[src/rtl/psram_arbiter.sv]
// Round-robin arbiter sharing one PSRAM controller between the picoBlaze port (0)
// and a streaming port (1); one single-word transaction in flight, watchdog-guarded.
module psram_arbiter #(
  parameter int ADDR_W    = 23,
  parameter int DATA_W    = 16,
  parameter int TIMEOUT_W = 8
) (
  input  logic              clk,
  input  logic              reset,
  input  logic              req0,
  input  logic              req1,
  input  logic              we0,
  input  logic              we1,
  input  logic              ub0,
  input  logic              ub1,
  input  logic              lb0,
  input  logic              lb1,
  input  logic [ADDR_W-1:0] addr0,
  input  logic [ADDR_W-1:0] addr1,
  input  logic [DATA_W-1:0] wdata0,
  input  logic [DATA_W-1:0] wdata1,
  output logic              grant0,
  output logic              grant1,
  output logic              done0,
  output logic              done1,
  output logic              err0,
  output logic              err1,
  output logic [DATA_W-1:0] rdata,
  input  logic              ctrlr_good,
  input  logic              op_begun,
  input  logic              op_finished,
  input  logic              data_ok,
  input  logic [DATA_W-1:0] mem_din,
  output logic              mem_rd,
  output logic              mem_wr,
  output logic              mem_ub,
  output logic              mem_lb,
  output logic              mem_burst,
  output logic [ADDR_W-1:0] mem_addr,
  output logic [DATA_W-1:0] mem_dout
);

  typedef enum logic [1:0] {S_IDLE, S_ISSUE, S_WAIT, S_DONE} state_t;

  state_t               state;
  logic                 last_grant;
  logic                 cur_port;
  logic                 cur_we;
  logic [TIMEOUT_W-1:0] wd_cnt;
  logic                 pick;
  logic                 timeout;

  assign mem_burst = 1'b0;

  // Sole requester wins; on a tie the port that was not served last wins.
  always_comb begin
    pick = ~last_grant;
    if (req0 && !req1)      pick = 1'b0;
    else if (req1 && !req0) pick = 1'b1;
  end

  assign timeout = ((state == S_ISSUE) || (state == S_WAIT)) && (wd_cnt == '1);

  always_ff @(posedge clk or posedge reset) begin
    if (reset) begin
      state      <= S_IDLE;
      last_grant <= 1'b1;
      cur_port   <= 1'b0;
      cur_we     <= 1'b0;
      wd_cnt     <= '0;
      grant0     <= 1'b0;
      grant1     <= 1'b0;
      done0      <= 1'b0;
      done1      <= 1'b0;
      err0       <= 1'b0;
      err1       <= 1'b0;
      rdata      <= '0;
      mem_rd     <= 1'b0;
      mem_wr     <= 1'b0;
      mem_ub     <= 1'b0;
      mem_lb     <= 1'b0;
      mem_addr   <= '0;
      mem_dout   <= '0;
    end else begin
      done0 <= 1'b0;
      done1 <= 1'b0;
      err0  <= 1'b0;
      err1  <= 1'b0;
      if (timeout) begin
        mem_rd     <= 1'b0;
        mem_wr     <= 1'b0;
        mem_ub     <= 1'b0;
        mem_lb     <= 1'b0;
        grant0     <= 1'b0;
        grant1     <= 1'b0;
        err0       <= ~cur_port;
        err1       <= cur_port;
        last_grant <= cur_port;
        state      <= S_IDLE;
      end else begin
        case (state)
          S_IDLE: begin
            if (ctrlr_good && (req0 || req1)) begin
              cur_port <= pick;
              wd_cnt   <= '0;
              state    <= S_ISSUE;
              if (pick) begin
                cur_we   <= we1;
                mem_rd   <= ~we1;
                mem_wr   <= we1;
                mem_ub   <= ub1;
                mem_lb   <= lb1;
                mem_addr <= addr1;
                mem_dout <= wdata1;
                grant1   <= 1'b1;
              end else begin
                cur_we   <= we0;
                mem_rd   <= ~we0;
                mem_wr   <= we0;
                mem_ub   <= ub0;
                mem_lb   <= lb0;
                mem_addr <= addr0;
                mem_dout <= wdata0;
                grant0   <= 1'b1;
              end
            end
          end
          S_ISSUE: begin
            wd_cnt <= wd_cnt + 1'b1;
            if (op_begun) begin
              mem_rd <= 1'b0;
              mem_wr <= 1'b0;
              state  <= S_WAIT;
            end
          end
          S_WAIT: begin
            wd_cnt <= wd_cnt + 1'b1;
            if (data_ok && !cur_we) rdata <= mem_din;
            if (op_finished) begin
              done0      <= ~cur_port;
              done1      <= cur_port;
              last_grant <= cur_port;
              state      <= S_DONE;
            end
          end
          default: begin
            grant0 <= 1'b0;
            grant1 <= 1'b0;
            mem_ub <= 1'b0;
            mem_lb <= 1'b0;
            state  <= S_IDLE;
          end
        endcase
      end
    end
  end

endmodule
[config.mk]
export PLATFORM = sky130hd
export DESIGN_NAME = psram_arbiter
export DESIGN_NICKNAME = d
export VERILOG_FILES = /design/src/rtl/psram_arbiter.sv
export SDC_FILE = /design/constraint.sdc
export NUM_CORES = 1
export LEC_CHECK = 0
export ABC_AREA = 1
export CAP_MARGIN = 20
export CORE_MARGIN = 2
export CORE_UTILIZATION = 46
export CTS_CLUSTER_DIAMETER = 80
export DETAILED_ROUTE_END_ITERATION = 10
export PLACE_DENSITY = 0.84
export SLEW_MARGIN = 5
export SYNTH_ARGS = -nofsm -noshare
export SYNTH_HDL_FRONTEND = slang
export SYNTH_SLANG_ARGS = --single-unit
export TNS_END_PERCENT = 10
[constraint.sdc]
create_clock -name clk -period 5.2 [get_ports clk]
set_clock_uncertainty 0.15 [all_clocks]
set_input_delay 0.78 -clock clk [delete_from_list [all_inputs] [get_ports clk]]
set_output_delay 0.78 -clock clk [all_outputs]
set_load 0.02 [all_outputs]
# After elaboration in Yosys (flattened, before gate mapping)
# Cells that the tools add are included.
word_totals:
  ff_bits: 78
  latch_bits: 0
  ram_bits: 0
  romBits: 0
  in_bits: 108
  output_inout_bits: 66
  word_cells: 106
  memories: 0
classes:
  n_addsub: 1
  multipliers: 0
  n_div: 0
  order_cmp: 0
  n_eq_ne: 10
  shift: 0
  muxes: 47
  bitwise_logic: 5
  n_reduce_logical: 25
ops:
  columns: ["cell", "n"]
  rows:
  - ["two-way mux 1 bit", 32]
  - ["two-way mux 23 bit", 1]
  - ["AND reduction 3 bit", 7]
  - ["two-way mux 16 bit", 1]
  - ["case mux 8 bit (2 select lines)", 1]
  - ["inequality test 3 bit (second input constant)", 5]
  - ["case mux 1 bit (2 select lines)", 6]
  - ["adder 8 x 1 -> 8 bit (second input constant)", 1]
  - ["== test 8 bit (second input constant)", 1]
  - ["two-way mux 2 bit", 4]
  - ["two-way mux 8 bit", 1]
  - ["case mux 2 bit (3 select lines)", 1]
  - ["nonzero test 2 bit", 3]
  - ["logical AND 1 bit", 5]
  - ["NOT 1 bit", 5]
  - ["AND reduction 2 bit", 2]
  - ["logical NOT 1 bit", 3]
  - ["nonzero test 3 bit", 1]
  - ["== test 2 x 1 -> 1 bit (second input constant)", 1]
  - ["== test 2 bit (second input constant)", 1]
  - ["logical NOT 2 bit", 1]
  - ["logical OR 1 bit", 2]
  - ["inequality test 2 x 1 -> 1 bit (second input constant)", 1]
  - ["inequality test 2 bit (second input constant)", 1]
  - ["OR reduction 2 bit", 1]

# Longest topological paths before layout
depth:
  word_depth: 8
  depth_mapped: 10
  mapped_depth_nobuf: 9

# Worst setup path after synthesis
# Ideal clock, no wire load.
synth_path:
  path_kind: "input -> register"
  startpoint: "input port req1"
  endpoint: "register wd_cnt[3]"
  setup_ns: 0.126
  arrival_ns: 1.529
  required_time_ns: 4.924
  slack_ns: 3.395
  cell_stages: 5
  n_path_buf: 1
  path_cell_list: "o21ai_2 nand2_1 nand3_2 buf_4 o21ai_0"
synth_via:
  elab_chain_cells: 4
synth_lines:
  columns: ["item", "line", "rtl"]
  rows:
  - ["from (decl)", "11", "input logic req1,"]
  - ["logical OR 1 bit", "103", "if (ctrlr_good && (req0 || req1)) begin"]
  - ["logical AND 1 bit", "103", null]
  - ["inequality test 2 bit (no source line)", null, null]
  - ["AND reduction 3 bit (no source line)", null, null]
  - ["to (signal assigned)", "129", "wd_cnt <= wd_cnt + 1'b1;"]
  - ["to (signal assigned)", "137", "wd_cnt <= wd_cnt + 1'b1;"]
  - ["to (decl)", "49", "logic [TIMEOUT_W-1:0] wd_cnt;"]
# No other way between the ends.
# A chain may end at the register's enable or synchronous reset.

# Worst setup path after layout
layout_path:
  startpoint: "input port req0"
  endpoint: "register mem_addr[21]"
layout_via:
  elab_chain_cells: 5
  word_cells_on_any_way: 9
  classes_between: "mux: 3; reduce/logical: 6"
layout_lines:
  columns: ["item", "line", "rtl"]
  rows:
  - ["from (decl)", "10", "input logic req0,"]
  - ["logical NOT 1 bit", "59", "else if (req1 && !req0) pick = 1'b1;"]
  - ["logical AND 1 bit", "59", null]
  - ["two-way mux 1 bit", "59", null]
  - ["two-way mux 1 bit", "58", "if (req0 && !req1) pick = 1'b0;"]
  - ["two-way mux 23 bit", "107", "if (pick) begin"]
  - ["to (signal assigned)", "113", "mem_addr <= addr1;"]
  - ["to (signal assigned)", "122", "mem_addr <= addr0;"]
  - ["to (decl)", "39", "output logic [ADDR_W-1:0] mem_addr,"]
# Parallel ways exist; a longest one is shown, timed or not.

==> impl_metrics.env <==
export IMPL_tightest_slew_ns=0.926
export IMPL_rows=34
export IMPL_use_met1_pct=29.0
export IMPL_antenna_found_initial=0
export IMPL_grt_pass1_vias=3896
export IMPL_p_comb_share_pct=51.7
export IMPL_fillers=699
export IMPL_worst_path_max_fanout=46
export IMPL_timing_final_crit_share_pct=55.4
export IMPL_grt_remaining_overflow=0
export IMPL_cts_sinks=78
export IMPL_diodes=0
export IMPL_switching_share_pct=42.0
export IMPL_worstPathArrival_ns=2.95
export IMPL_crit_path_top_delay_cell="nand2_2"
export IMPL_start_util_pct=46.8
export IMPL_ir_drop_mv=0.253
export IMPL_routed_via_density=4.93
export IMPL_nets=816
export IMPL_crit_chain="clkdlybuf4s50_1 -> nand2_1 -> nand2_1 -> nand2_2 -> clkinv_1 -> buf_4 -> nand2_1 -> nand2_1 -> nand2_1 -> nand2_1"
export IMPL_grt_use_met3_pct=3.22
export IMPL_synthDistinctLibCells=32
export IMPL_slew_headroom_pct=38.1
export IMPL_use_met2_pct=38.7
export IMPL_setup_viol=0
export IMPL_track_usage_pct=23.0
export IMPL_pwr_share_clk_pct=15.5
export IMPL_clk_latency_ns=0.33
export IMPL_numCtsBuffers=9
export IMPL_drt_iter0_markers=137
export IMPL_clk_pin_slew_ns=0.08
export IMPL_rsz0062_at_grt="false"
export IMPL_port_buffers=172
export IMPL_ant_nets=0
export IMPL_async_flop_share_pct=100
export IMPL_yosysMostFrequentCell="nand2_1"
export IMPL_syn_inst=544
export IMPL_maxCapViolations=0
export IMPL_busiest_layer="met2"
export IMPL_cp_start_kind="input pin"
export IMPL_power_density_mw_per_mm2=507
export IMPL_post_cts_buffers=0
export IMPL_cp_slowest_stage_delay_ns=0.60
export IMPL_grt_first_pass_wirelength_mm=18.0
export IMPL_clockBufferDepth=2
export IMPL_p_switching_mw=1.27
export IMPL_cpMostUsedCell="nand2_1"
export IMPL_cts_hold_buf=0
export IMPL_netlist_area_leader_share_pct=47.7
export IMPL_grt_max_degree=47
export IMPL_die_w_um=97.7
export IMPL_layout_min_cycle_time_ns=2.88
export IMPL_setup_tns_ns=0
export IMPL_hold_violations=0
export IMPL_cts_tree="done"
export IMPL_synth_seq_cells=78
export IMPL_routed_wirelength_mm=10.9
export IMPL_place_gp_congestion=0.816
export IMPL_routedWlPerCell_um=13.3
export IMPL_synth_ff_type="dfrtp_1"
export IMPL_synth_edff_count=0
export IMPL_required_ns=5.27
export IMPL_route_detailed_drc=0
export IMPL_cts_root_buf="clkbuf_8"
export IMPL_dp_hpwl_mm=7.98
export IMPL_internal_power_mw=1.75
export IMPL_synth_area_leaders="dfrtp_1 48%, nand2_1 27%, o21ai_0 5.2%"
export IMPL_hold_class="flop to flop"
export IMPL_ctsResizeCount=0
export IMPL_max_freq_mhz=347
export IMPL_yosys_warnings=0
export IMPL_area_growth_pct=47.5
export IMPL_leakage_nw=2.94
export IMPL_seq_area_frac_synth_pct=48.3
export IMPL_ios=174
export IMPL_coreArea_mm2=0.00864
export IMPL_end_kind="flop"
export IMPL_pwr_share_seq_pct=32.8
export IMPL_synth_commonest_cells="291 x nand2_1, 77 x dfrtp_1, 42 x o21ai_0, 34 x nand3_1, 23 x inv_1"
export IMPL_drive_above_1_share_pct=5.23
export IMPL_die_y_um=97.7
export IMPL_drtPass1Iterations=4
export IMPL_syn_nets=657
export IMPL_avgSynthCellArea_um2=7.43
export IMPL_outcome="finished, final reports clean"
export IMPL_netlist_area_mm2=0.00404
export IMPL_num_vias=4023
export IMPL_crit_type="input pin to flop"
export IMPL_holdWs_ns=0.332
export IMPL_maxSlewViolCount=0
export IMPL_htree_levels=3
export IMPL_yosysTopAreaCell="dfrtp_1"
export IMPL_die_area_mm2=0.00955
-- cells by family (layout without fill, tap and decap cells) --
| group | Yosys count | count (layout) | synth area share, % |
|---|---|---|---|
| AND/OR/NAND/NOR | 348 | 348 | 35.8 |
| flip-flops | 78 | 78 | 48.3 |
| AO/OA/AOI/OAI | 58 | 58 | 7.34 |
| buffers and inverters | 53 | 217 | 6.72 |
| adder cells (fa/ha/maj) | 5 | 5 | 1.55 |
| other | 1 | 1 | 0.0928 |
| XOR/XNOR | 1 | 1 | 0.217 |
-- metrics by stage --
| stage | utilization (%) | instances | cell area, um^2 | worst slack (ns) | total power [mW] |
|---|---|---|---|---|---|
| 2_1_floorplan | - | 544 | 4040 | 2.28 | 1.93 |
| 3_3_place_gp | 66.6 | 800 | 5750 | 2.04 | 2.53 |
| 3_5_place_dp | 66.6 | 800 | 5750 | 1.94 | 2.57 |
| 4_1_cts | 69.0 | 816 | 5960 | 2.31 | 3.05 |
| 5_1_grt | 69.0 | 816 | 5960 | 2.11 | 3.25 |
| 6_report | 69.0 | 816 | 5960 | 2.32 | 3.02 |
-- registers in the layout, summed over array words and instances (netlist names), 2 cells and up --
register and count:
wd_cnt 8, mem_addr 23, state 2, mem_dout 16, rdata 16
-- power by group through the flow --
stage               logic, mW  clock network (mW)  registers (mW)
finish                   1.56               0.467           0.990
floorplan               0.690                   0            1.24
global route             1.73               0.502            1.03
global placement         1.54                   0           0.988
detailed placement       1.57                   0           0.999
CTS                      1.58               0.478           0.991
-- worst paths after layout --
| kind | from | to | slack, ns | cells after the start |
|---|---|---|---|---|
| max | req0 | mem_addr[21] | 2.32 | 10 |
| min | rdata[14] | rdata[14] | 0.33 | 2 |
| max reg2reg | state[0] | cur_we | 2.42 | 7 |
| min reg2reg | rdata[14] | rdata[14] | 0.33 | 2 |
| max in group asynchronous | reset | last_grant | 3.24 | 3 |
| min in group asynchronous | reset | mem_addr[6] | 0.67 | 2 |
-- layout make-up --
| cell class | count | area (um^2) | share of cell area [%] |
|---|---|---|---|
| clock inverters | 5 | 57.6 | 0.966 |
| well taps | 108 | 135 | 2.27 |
| clock buffers | 11 | 151 | 2.54 |
| repair buffers | 175 | 1740 | 29.3 |
| inverters | 26 | 101 | 1.70 |
| multi-input cells | 413 | 1820 | 30.5 |
| flip-flops and latches | 78 | 1950 | 32.8 |
-- cells in the final DEF (no fill, tap or decap), types with 2 or more instances in the layout --
master | Yosys | final
a21oi_1 | 3 | 3
buf_4 | 3 | 3
clkbuf_8 | 0 | 11
clkdlybuf4s50_1 | 0 | 172
clkinv_2 | 0 | 2
clkinvlp_4 | 0 | 3
dfrtp_1 | 77 | 77
ha_1 | 5 | 5
inv_1 | 23 | 22
nand2_1 | 291 | 291
nand2_2 | 2 | 2
nand2_4 | 2 | 2
nand3_1 | 34 | 34
nand3_2 | 2 | 2
nand3b_1 | 3 | 3
nor2_1 | 7 | 7
nor2_2 | 2 | 2
nor2_4 | 2 | 2
o21ai_0 | 42 | 42
o21ai_1 | 11 | 11
-- routing by layer --
layer / routed length (um) / vias up / share of wire (%)
met5: 0 / - / 0
met3: 467 / 32 / 4.3
met2: 5390 / 136 / 49
met4: 448 / 0 / 4.1
li1: - / 2007 / -
met1: 4590 / 1848 / 42
-- worst max-delay path, delay by kind of cell --
| family | cells | cell delay [ns] |
|---|---|---|
| buf+inv | 3 | 1.07 |
| simple gates | 7 | 1.05 |
No activity file was read; power rests on OpenSTA's default activity.
